$ cat src/rtl/mips_pkg.sv
// Shared MIPS ALU definitions.
// Holds the 3-bit ALU control codes produced by the ALU decoder and consumed by
// alu_exec_unit, plus a helper that classifies codes by latency.
package mips_pkg;

  localparam logic [2:0] ALU_ADD = 3'b010;
  localparam logic [2:0] ALU_SUB = 3'b100;
  localparam logic [2:0] ALU_SLT = 3'b110;
  localparam logic [2:0] ALU_MUL = 3'b101;

  // True for codes that take the iterative multiply path.
  function automatic logic is_multi_cycle(logic [2:0] code);
    return code == ALU_MUL;
  endfunction

endpackage

$ cat src/rtl/alu_exec_unit_if.sv
// Request/response bundle for alu_exec_unit.
// master: issues start/alu_control/src_a/src_b, observes busy/done/result/zero/illegal.
// slave : the execution unit side.
interface alu_exec_unit_if #(
  parameter int unsigned WIDTH = 32
);
  logic             start;
  logic [2:0]       alu_control;
  logic [WIDTH-1:0] src_a;
  logic [WIDTH-1:0] src_b;
  logic             busy;
  logic             done;
  logic [WIDTH-1:0] result;
  logic             zero;
  logic             illegal;

  modport master (
    output start, alu_control, src_a, src_b,
    input  busy, done, result, zero, illegal
  );

  modport slave (
    input  start, alu_control, src_a, src_b,
    output busy, done, result, zero, illegal
  );
endinterface

$ cat src/rtl/seq_multiplier.sv
// Iterative shift-add multiplier producing the low WIDTH bits of a*b.
// Ports:
//   clk_i, rst_ni : clock, async active-low reset
//   load_i        : latch a_i/b_i, clear accumulator and counter
//   step_i        : perform one shift-add iteration
//   acc_o         : accumulator value including the current step's add
//   finished_o    : this step is the last one (count reaches WIDTH on this edge)
module seq_multiplier #(
  parameter int unsigned WIDTH = 32
) (
  input  logic             clk_i,
  input  logic             rst_ni,
  input  logic             load_i,
  input  logic             step_i,
  input  logic [WIDTH-1:0] a_i,
  input  logic [WIDTH-1:0] b_i,
  output logic [WIDTH-1:0] acc_o,
  output logic             finished_o
);
  localparam int unsigned CntW = $clog2(WIDTH + 1);

  logic [WIDTH-1:0] mcand_q, mcand_d;
  logic [WIDTH-1:0] mplier_q, mplier_d;
  logic [WIDTH-1:0] acc_q, acc_d;
  logic [CntW-1:0]  count_q, count_d;
  logic [WIDTH-1:0] acc_step;

  assign acc_step   = mplier_q[0] ? acc_q + mcand_q : acc_q;
  assign acc_o      = acc_step;
  assign finished_o = step_i && (count_q == CntW'(WIDTH - 1));

  always_comb begin
    mcand_d  = mcand_q;
    mplier_d = mplier_q;
    acc_d    = acc_q;
    count_d  = count_q;
    if (load_i) begin
      mcand_d  = a_i;
      mplier_d = b_i;
      acc_d    = '0;
      count_d  = '0;
    end else if (step_i) begin
      acc_d    = acc_step;
      mcand_d  = mcand_q << 1;
      mplier_d = mplier_q >> 1;
      count_d  = count_q + 1'b1;
    end
  end

  always_ff @(posedge clk_i or negedge rst_ni) begin
    if (!rst_ni) begin
      mcand_q  <= '0;
      mplier_q <= '0;
      acc_q    <= '0;
      count_q  <= '0;
    end else begin
      mcand_q  <= mcand_d;
      mplier_q <= mplier_d;
      acc_q    <= acc_d;
      count_q  <= count_d;
    end
  end
endmodule

$ cat src/rtl/alu_exec_unit.sv
// ALU execution unit: ADD/SUB/SLT in one cycle, MUL (low word) over WIDTH cycles.
// Ports:
//   clk, rst : clock, async active-low reset
//   bus      : alu_exec_unit_if.slave (start/alu_control/src_a/src_b in,
//              busy/done/result/zero/illegal out)
module alu_exec_unit
  import mips_pkg::*;
#(
  parameter int unsigned WIDTH = 32
) (
  input logic            clk,
  input logic            rst,
  alu_exec_unit_if.slave bus
);
  typedef enum logic [1:0] {StIdle, StMul, StDone} state_e;

  state_e           state_q, state_d;
  logic [WIDTH-1:0] result_q, result_d;
  logic             zero_q, zero_d;
  logic             illegal_q, illegal_d;

  logic             mul_load, mul_step, mul_finished;
  logic [WIDTH-1:0] mul_acc;
  logic [WIDTH-1:0] single_res;
  logic             single_ill;

  seq_multiplier #(
    .WIDTH(WIDTH)
  ) u_mul (
    .clk_i     (clk),
    .rst_ni    (rst),
    .load_i    (mul_load),
    .step_i    (mul_step),
    .a_i       (bus.src_a),
    .b_i       (bus.src_b),
    .acc_o     (mul_acc),
    .finished_o(mul_finished)
  );

  always_comb begin
    single_res = '0;
    single_ill = 1'b0;
    case (bus.alu_control)
      ALU_ADD: single_res = bus.src_a + bus.src_b;
      ALU_SUB: single_res = bus.src_a - bus.src_b;
      ALU_SLT: single_res = {{(WIDTH-1){1'b0}}, $signed(bus.src_a) < $signed(bus.src_b)};
      default: single_ill = 1'b1;
    endcase
  end

  always_comb begin
    state_d   = state_q;
    result_d  = result_q;
    zero_d    = zero_q;
    illegal_d = illegal_q;
    mul_load  = 1'b0;
    mul_step  = 1'b0;
    unique case (state_q)
      StIdle, StDone: begin
        state_d = StIdle;
        if (bus.start) begin
          if (is_multi_cycle(bus.alu_control)) begin
            mul_load = 1'b1;
            state_d  = StMul;
          end else begin
            state_d   = StDone;
            result_d  = single_res;
            zero_d    = (single_res == '0);
            illegal_d = single_ill;
          end
        end
      end
      StMul: begin
        // start is ignored here; no queueing while busy
        mul_step = 1'b1;
        if (mul_finished) begin
          state_d   = StDone;
          result_d  = mul_acc;
          zero_d    = (mul_acc == '0);
          illegal_d = 1'b0;
        end
      end
      default: state_d = StIdle;
    endcase
  end

  always_ff @(posedge clk or negedge rst) begin
    if (!rst) begin
      state_q   <= StIdle;
      result_q  <= '0;
      zero_q    <= 1'b0;
      illegal_q <= 1'b0;
    end else begin
      state_q   <= state_d;
      result_q  <= result_d;
      zero_q    <= zero_d;
      illegal_q <= illegal_d;
    end
  end

  assign bus.busy    = (state_q == StMul);
  assign bus.done    = (state_q == StDone);
  assign bus.result  = result_q;
  assign bus.zero    = zero_q;
  assign bus.illegal = illegal_q;
endmodule

$ cat src/flat_wrapper.sv
// flat-port wrapper written by rule: the top's interface ports become plain ports
module alu_exec_unit_flat import mips_pkg::*;
#(
  parameter int unsigned WIDTH = 32
)
  (clk, rst, bus_start, bus_alu_control, bus_src_a, bus_src_b, bus_busy, bus_done, bus_result, bus_zero, bus_illegal);
  alu_exec_unit_if #(.WIDTH(WIDTH)) bus_i ();
  input logic clk;
  input logic rst;
  input wire logic [$bits(bus_i.start)-1:0] bus_start;
  input wire logic [$bits(bus_i.alu_control)-1:0] bus_alu_control;
  input wire logic [$bits(bus_i.src_a)-1:0] bus_src_a;
  input wire logic [$bits(bus_i.src_b)-1:0] bus_src_b;
  output wire logic [$bits(bus_i.busy)-1:0] bus_busy;
  output wire logic [$bits(bus_i.done)-1:0] bus_done;
  output wire logic [$bits(bus_i.result)-1:0] bus_result;
  output wire logic [$bits(bus_i.zero)-1:0] bus_zero;
  output wire logic [$bits(bus_i.illegal)-1:0] bus_illegal;
  assign bus_i.start = bus_start;
  assign bus_i.alu_control = bus_alu_control;
  assign bus_i.src_a = bus_src_a;
  assign bus_i.src_b = bus_src_b;
  assign bus_busy = bus_i.busy;
  assign bus_done = bus_i.done;
  assign bus_result = bus_i.result;
  assign bus_zero = bus_i.zero;
  assign bus_illegal = bus_i.illegal;
  alu_exec_unit #(.WIDTH(WIDTH)) u_core (.clk(clk), .rst(rst), .bus(bus_i));
endmodule
$ cat config.mk
export PLATFORM = sky130hd
export DESIGN_NAME = alu_exec_unit_flat
export DESIGN_NICKNAME = d
export VERILOG_FILES = /design/src/rtl/mips_pkg.sv /design/src/rtl/alu_exec_unit_if.sv /design/src/rtl/seq_multiplier.sv /design/src/rtl/alu_exec_unit.sv /design/src/flat_wrapper.sv
export SDC_FILE = /design/constraint.sdc
export NUM_CORES = 1
export LEC_CHECK = 0
export ABC_AREA = 1
export BUFFER_PORTS_ARGS = -buffer_cell sky130_fd_sc_hd__buf_2
export CORE_UTILIZATION = 45
export DETAILED_ROUTE_END_ITERATION = 10
export PLACE_DENSITY_LB_ADDON = 0.1
export SYNTH_ARGS = -nofsm -noshare
export SYNTH_HDL_FRONTEND = slang
export SYNTH_SLANG_ARGS = --single-unit
export TNS_END_PERCENT = 100
$ cat constraint.sdc
create_clock -name clk -period 2.45 [get_ports clk]
set_input_delay 0.49 -clock clk [delete_from_list [all_inputs] [get_ports clk]]
set_output_delay 0.49 -clock clk [all_outputs]
set_load 0.005 [all_outputs]
# Word level (Yosys, flattened, before mapping)
# Cells that the tools add are included.
classes:
  n_lt_le_gt_ge: 1
  mux: 31
  n_reduce_logical: 9
  add_sub_neg: 4
  eq_ne: 10
ops:
  columns: ["cell", "count"]
  rows:
  - ["2-to-1 mux 32 bit", 10]
  - ["one-hot mux 32 bit (3 select lines)", 1]
  - ["adder 32 bit", 2]
  - ["logical NOT 32 bit", 2]
  - ["one-hot mux 32 bit (2 select lines)", 1]
  - ["less-than comparator 32 bit", 1]
  - ["subtractor 32 bit", 1]
  - ["2-to-1 mux 6 bit", 2]
  - ["2-to-1 mux 1 bit", 11]
  - ["== test 3 bit (second input constant)", 3]
  - ["adder 6 x 1 -> 6 bit (second input constant)", 1]
  - ["== test 6 x 5 -> 1 bit (second input constant)", 1]
  - ["2-to-1 mux 2 bit", 3]
  - ["!= test 2 bit (second input constant)", 2]
  - ["one-hot mux 1 bit (2 select lines)", 2]
  - ["one-hot mux 2 bit (2 select lines)", 1]
  - ["AND reduction 4 bit", 1]
  - ["nonzero test 2 bit", 2]
  - ["== test 3 x 2 -> 1 bit (second input constant)", 1]
  - ["OR reduction 3 bit", 1]
  - ["== test 2 x 1 -> 1 bit (second input constant)", 1]
  - ["== test 2 bit (second input constant)", 1]
  - ["logical NOT 2 bit", 1]
  - ["!= test 2 x 1 -> 1 bit (second input constant)", 1]
  - ["2 further kinds", 2]
word_totals:
  input_bits: 70
  out_inout_bits: 36
  elab_cells: 63
  reg_bits: 138

# Depth between registers and ports, before layout
depth:
  word_depth: 6
  depth_mapped: 24
  ltp_nobuf: 23

# Cells and area by module
# Synthesis repeated with hierarchy kept, for this count alone.
hier_totals:
  cells_unflattened: 2461
  hier_area_um2: 14277.4
by_module_without_submodules:
  columns: ["module", "cells_each", "area_each_um2", "seq_area_each_um2", "instances"]
  rows:
  - ["seq_multiplier", 1053, 7150.6, 2552.4, 1]
  - ["alu_exec_unit", 1408, 7126.8, 900.9, 1]

# Least setup slack after synthesis
# OpenSTA, ideal clock, no wires.
synth_timing:
  path_kind: "input-to-reg"
  startpoint: "in bus_src_a[0]"
  endpoint: "reg u_core.zero_q (netlist: u_core.bus.zero)"
  required_time_ns: 2.385
  path_buffers: 0
  path_stages: 22
  t_arrival_ns: 2.325
  setup_time_ns: 0.065
  slack_ns: 0.060
  path_cell_list: "inv_1 > ha_1 > fa_1 > inv_1 > nand3_1 > nand2_1 > nand2_1 > nand2_2 > nand2_1 > nand2_1 > nand2_1 > nand2_1 > nand2_1 > nand3_1 > nand2_1 > nor2_1 > nand3_1 > nor2_1 > nand2_1 > nand2_1 > nand2_1 > nand2_1"
synth_via:
  elab_chain_cells: 6
  elab_cells_between_ends: 8
  classes_between: "add/sub (2); order compare (1); mux (4); reduce/logical (1)"
synth_lines:
  columns: ["element", "line_no", "source"]
  rows:
  - ["from (decl)", "flat_wrapper.sv:12", "input wire logic [$bits(bus_i.src_a)-1:0] bus_src_a;"]
  - ["subtractor 32 bit, or another cell as far along", "alu_exec_unit.sv:45", "ALU_SUB: single_res = bus.src_a - bus.src_b;"]
  - ["one-hot mux 32 bit (3 select lines) (*)", "alu_exec_unit.sv:43", "case (bus.alu_control)"]
  - ["logical NOT 32 bit (*)", "alu_exec_unit.sv:68", "zero_d = (single_res == '0);"]
  - ["2-to-1 mux 1 bit (*)", "alu_exec_unit.sv:62", "if (is_multi_cycle(bus.alu_control)) begin"]
  - ["2-to-1 mux 1 bit (*)", "alu_exec_unit.sv:61", "if (bus.start) begin"]
  - ["one-hot mux 1 bit (2 select lines) (*)", "alu_exec_unit.sv:58", "unique case (state_q)"]
  - ["to (signal assigned)", "alu_exec_unit.sv:96", "zero_q <= zero_d;"]
  - ["to (decl)", "alu_exec_unit.sv:19", "logic zero_q, zero_d;"]
# Mark *: on every way between the ends. The rest lies on a longest branch, timed or not. The select of a mux whose other input is x is not followed.
# A chain may end at the register's enable or synchronous reset.

# Worst setup path after layout
layout_timing:
  startpoint: "reg u_core.u_mul.mcand_q[0]"
  endpoint: "reg u_core.zero_q (netlist: u_core.bus.zero)"
layout_via:
  elab_chain_cells: 5
layout_lines:
  columns: ["element", "line_no", "source"]
  rows:
  - ["from (decl)", "seq_multiplier.sv:22", "logic [WIDTH-1:0] mcand_q, mcand_d;"]
  - ["from (signal assigned)", "seq_multiplier.sv:57", "mcand_q <= mcand_d;"]
  - ["adder 32 bit", "seq_multiplier.sv:28", "assign acc_step = mplier_q[0] ? acc_q + mcand_q : acc_q;"]
  - ["2-to-1 mux 32 bit", "seq_multiplier.sv:28", null]
  - ["logical NOT 32 bit", "alu_exec_unit.sv:79", "zero_d = (mul_acc == '0);"]
  - ["2-to-1 mux 1 bit", "alu_exec_unit.sv:76", "if (mul_finished) begin"]
  - ["one-hot mux 1 bit (2 select lines)", "alu_exec_unit.sv:58", null]
# Every way passes these cells. The select of a mux whose other input is x is not followed.

==> impl_results.md <==
- Outcome: finished with violations
- Failing checks: negative setup slack
- Crit end category: flip-flop
- Die Span X: around 180 µm
- Vias per inst: approximately 5.1
- Layout area overhead: 35.06%
- RSZ-0062 raised after global routing: true
- Row count: 65
- Final hold viol count: 0
- Post-synth EDFFs: 0
- CP dominant cell by count: nand2_1
- P per Cell Area: about 860 nW/µm²
- Syn Inst Count: about 2400
- Final #Nets: approximately 3000
- Worst reg2reg path depth: 19
- Worst Hold Depth: 3
- DRC Markers: 0
- Initial Util: approximately 46%
- Grt ovf: 0
- Detailed placement HPWL: roughly 45000 µm
- Worst Tran Pin Value: 0.8675 ns
- Synth Register Bits: 138
- Global Route Usage Sum: 34.06%
- Core area: 31640 µm²
- Syn nets: roughly 2600
- Synth Area in XOR/XNOR: 0.3014%
- Synth unique cells: a little over 50
- Max Buffers Root-to-Sink: 2
- CTS Buf Count: 17
- Number of buffers and inverters on the critical path: 0
- Input/output buffers: about 110
- Async set-reset flop share out of synthesis: 100.0%
- Dominant synthesized flop cell: dfrtp_1
- Slowest-stage cell, CP: dfrtp_1
- # clock sinks: 138
- H-Tree Depth: 4
- Detailed-route via count: 16827
- Critical path depth in cells: 19
- Worst Slack Setup Final: -0.1116 ns
- Final WL: about 56000 µm
- Largest net degree at the start of global routing: between 60 and 70
- Worst EP arrival: around 3 ns
- First-pass iteration count of the detailed router: 5
- Pre-CTS setup slack: -0.5213 ns
- Crit-path leading delay family: simple AND/OR/NAND/NOR gates
- Synth Area in Adders: under 10%
- Critical path peak fanout: 4
- Yosys synthesis warning count: 0
- RD Place Congestion: between 0.9 and 1
- Leakage: about 0.011 µW
- Sequential area share after synthesis: 23.77%
- Min Tclk post-route: 2.562 ns
- Crit path launch type: flip-flop
- Die height: 181.7 µm
- R2r setup slk: -0.11 ns
- TritonCTS clock tree: done
- I/O Pins: ~110
- Die area: 33010 µm²
- Antenna violations before repair: 0
- Crit share post-route: 104.6%
- Post-synthesis mux area share: 0%
- Vias in the first global route: about 16000
- CP Class: flip-flop to flip-flop
- CTS root buffer: clkbuf_16
- Final ANT Viol Nets: 0
- Peak supply drop: roughly 430 µV
- Compound-Gate Fraction of Synth Area: between 10% and 20%
- Largest family of logic cells by synthesized area: simple AND/OR/NAND/NOR gates
- Latest clock arrival within the worst-skew pair: about 0.44 ns
- Crit path cell chain: ha_4 > fa_2 > nand3_2 > nand2_4 > nand2_2 > nand2_4 > nand2_2 > nand2_1 > nand2_2 > nand3_2 > nand3_2 > nand2_2 > nor2_2 > nand3_2 > nor2_1 > nand2_1 > nand2_1 > nand2_1 > nand2_1
- Non-filler instance count after layout: between 3000 and 4000
- Worst min-delay path category: primary input to flip-flop
- Synth Area in Simple Gates: 41.51%
- Clock Skew: approximately 0.015 ns
- First-pass GRT wire length: a little under 90000 µm
- Post-DR wirelength/cell: 16.90 µm
- Cell Area, Synth: between 10000 and 15000 µm²
- # diodes: 0
- Placed Instances: ~3200
- Share of cells above drive strength 1: 27.90%
- Syn_area_per_cell: 5.984 µm²
- Max Slew Vio Count: 0
- Number of DRC markers in iteration 0: approximately 1200
- WP data required: around 2.8 ns
- Setup-failing EPs final: 2
- Clock transition at path regs: 0.07 ns
- Rel. slew slack: a little over two fifths
- Max_cap viols: 0
- CP max stage delay: 0.42 ns
- Max Fclk: 0.3904 GHz
-- registers in the layout (all words and copies together), names as in the netlist --
name,cells
u_core.bus.illegal,1
u_core.bus.result,32
u_core.bus.zero,1
u_core.state_q,2
u_core.u_mul.acc_q,32
u_core.u_mul.count_q,6
u_core.u_mul.mcand_q,32
u_core.u_mul.mplier_q,32
-- per-layer routing --
layer / vias to the layer above / wire [µm] / global-route usage [%]
met5: - / 0 / 0
met4: 0 / 1435 / 10.37
met3: 71 / 2650 / 3.490
met2: 461 / 26400 / 57.69
met1: 7815 / 25030 / 45.64
li1: 8480 / - / -
-- per-stage QoR --
stage	util [%]	hold WS, ns	total power, µW	area (µm²)	TNS [ns]
6_report	62.02	0.3381	16860	19620	-0.1201
5_1_grt	62.02	0.3575	18120	19620	-0.8298
4_1_cts	60.60	0.3255	16280	19170	-0.07235
3_5_place_dp	57.26	0.4667	12650	18110	-5.381
3_3_place_gp	57.26	0.4642	12530	18110	-4.993
2_1_floorplan	-	0.1944	8649	14530	0
-- cell usage in the layout, fill, tap and decap left out, types with 4 or more instances in the layout --
master / Yosys / layout
a21oi_1: 114 / 101
a21oi_2: 6 / 18
a31oi_1: 22 / 20
and2_1: 10 / 10
buf_12: 0 / 11
buf_2: 15 / 104
buf_4: 7 / 386
clkbuf_16: 0 / 17
clkinv_1: 4 / 4
dfrtp_1: 138 / 136
ha_1: 95 / 59
ha_2: 0 / 7
ha_4: 0 / 29
inv_1: 396 / 394
inv_2: 31 / 33
inv_6: 0 / 4
nand2_1: 829 / 794
nand2_2: 28 / 56
nand2_4: 8 / 15
nand3_1: 218 / 197
nand3_2: 6 / 25
nand3b_1: 5 / 5
nand4_1: 27 / 27
nor2_1: 208 / 182
nor2_2: 24 / 45
nor2_4: 9 / 14
nor3_1: 15 / 13
nor3_2: 5 / 7
o211ai_1: 4 / 4
o21ai_0: 72 / 67
o21ai_1: 5 / 5
o21ai_2: 0 / 5
o21bai_1: 9 / 9
o221ai_1: 28 / 28
o22ai_1: 4 / 4
-- repair_timing --
| action | CTS | global route |
|---|---|---|
| gates cloned | 0 | 0 |
| endpoints found under the setup margin | 14 | 22 |
| pin swaps | 13 | 29 |
| buffers inserted | 5 | 8 |
| gates resized for setup | 70 | 95 |
| hold buffers | 1 | 0 |
| endpoints found under the hold margin | 6 | 0 |
-- report_power, final --
part | total, µW | internal (µW) | leakage, µW | switching [µW]
logic | 10100 | 4640 | 0.00884 | 5450
clock network | 2740 | 1610 | 0.000292 | 1140
registers | 4020 | 3180 | 0.00174 | 845
-- worst paths after layout --
path	to	start
setup reg to reg	u_core.bus.zero	u_core.u_mul.mcand_q[0]
setup / recovery	u_core.bus.zero	u_core.u_mul.mcand_q[0]
max in group asynchronous	u_core.u_mul.mcand_q[31]	rst
hold / removal	u_core.u_mul.mplier_q[0]	bus_src_b[0]
min in group asynchronous	u_core.u_mul.mplier_q[8]	rst
hold reg to reg	u_core.u_mul.mplier_q[6]	u_core.u_mul.mplier_q[6]
-- cells in the mapped netlist, types with 4 or more instances --
library cell / count / area share (%)
inv_1: 396 / 10
nor2_4: 9 / 0.70
nand2_2: 28 / 1.2
nand3_1: 218 / 7.5
nand2_1: 829 / 21
inv_2: 31 / 0.80
o21ai_0: 72 / 2.5
clkinv_1: 4 / 0.10
nor2_2: 24 / 1.0
a31oi_1: 22 / 0.95
a21oi_2: 6 / 0.36
nand4_1: 27 / 1.2
buf_2: 15 / 0.52
nor2_1: 208 / 5.4
nor3_1: 15 / 0.52
o21bai_1: 9 / 0.47
buf_6: 18 / 1.4
nand3_2: 6 / 0.41
ha_1: 95 / 8.2
nand2_4: 8 / 0.62
o211ai_1: 4 / 0.21
and2_1: 10 / 0.43
nor3_2: 5 / 0.34
o22ai_1: 4 / 0.17
o221ai_1: 28 / 1.7
o21ai_1: 5 / 0.17
buf_4: 7 / 0.36
nand3b_1: 5 / 0.26
buf_1: 9 / 0.23
a21oi_1: 114 / 3.9
dfrtp_1: 138 / 24
clkbuf_1: 28 / 0.72
-- area by class of cell --
class	instances	area, µm²
Clock inverter	13	167.7
Timing Repair Buffer	503	3660
Tap cell	402	503.0
Clock buffer	17	425.4
Inverter	431	1618
Fill cell	3109	12010
Sequential cell	138	3456
Multi-Input combinational cell	1780	9793
-- logic make-up (layout without fill, tap and decap cells) --
| logic type | after synthesis | in the layout |
|---|---|---|
| AOI/OAI and AO/OA | 277 | 277 |
| xor gates and xnor gates | 5 | 5 |
| adders and majority gates | 98 | 98 |
| buffers and inverters | 510 | 964 |
| DFF | 138 | 138 |
| and+or+nand+nor | 1400 | 1400 |
-- worst reg2reg max path, delay by kind of cell (launching register included) --
family                   cells  cell delay, ns
flip-flops                   1            0.42
AND/OR/NAND/NOR             17            1.49
adder cells (fa/ha/maj)      2            0.61
Power figures use the tool's default switching activity.
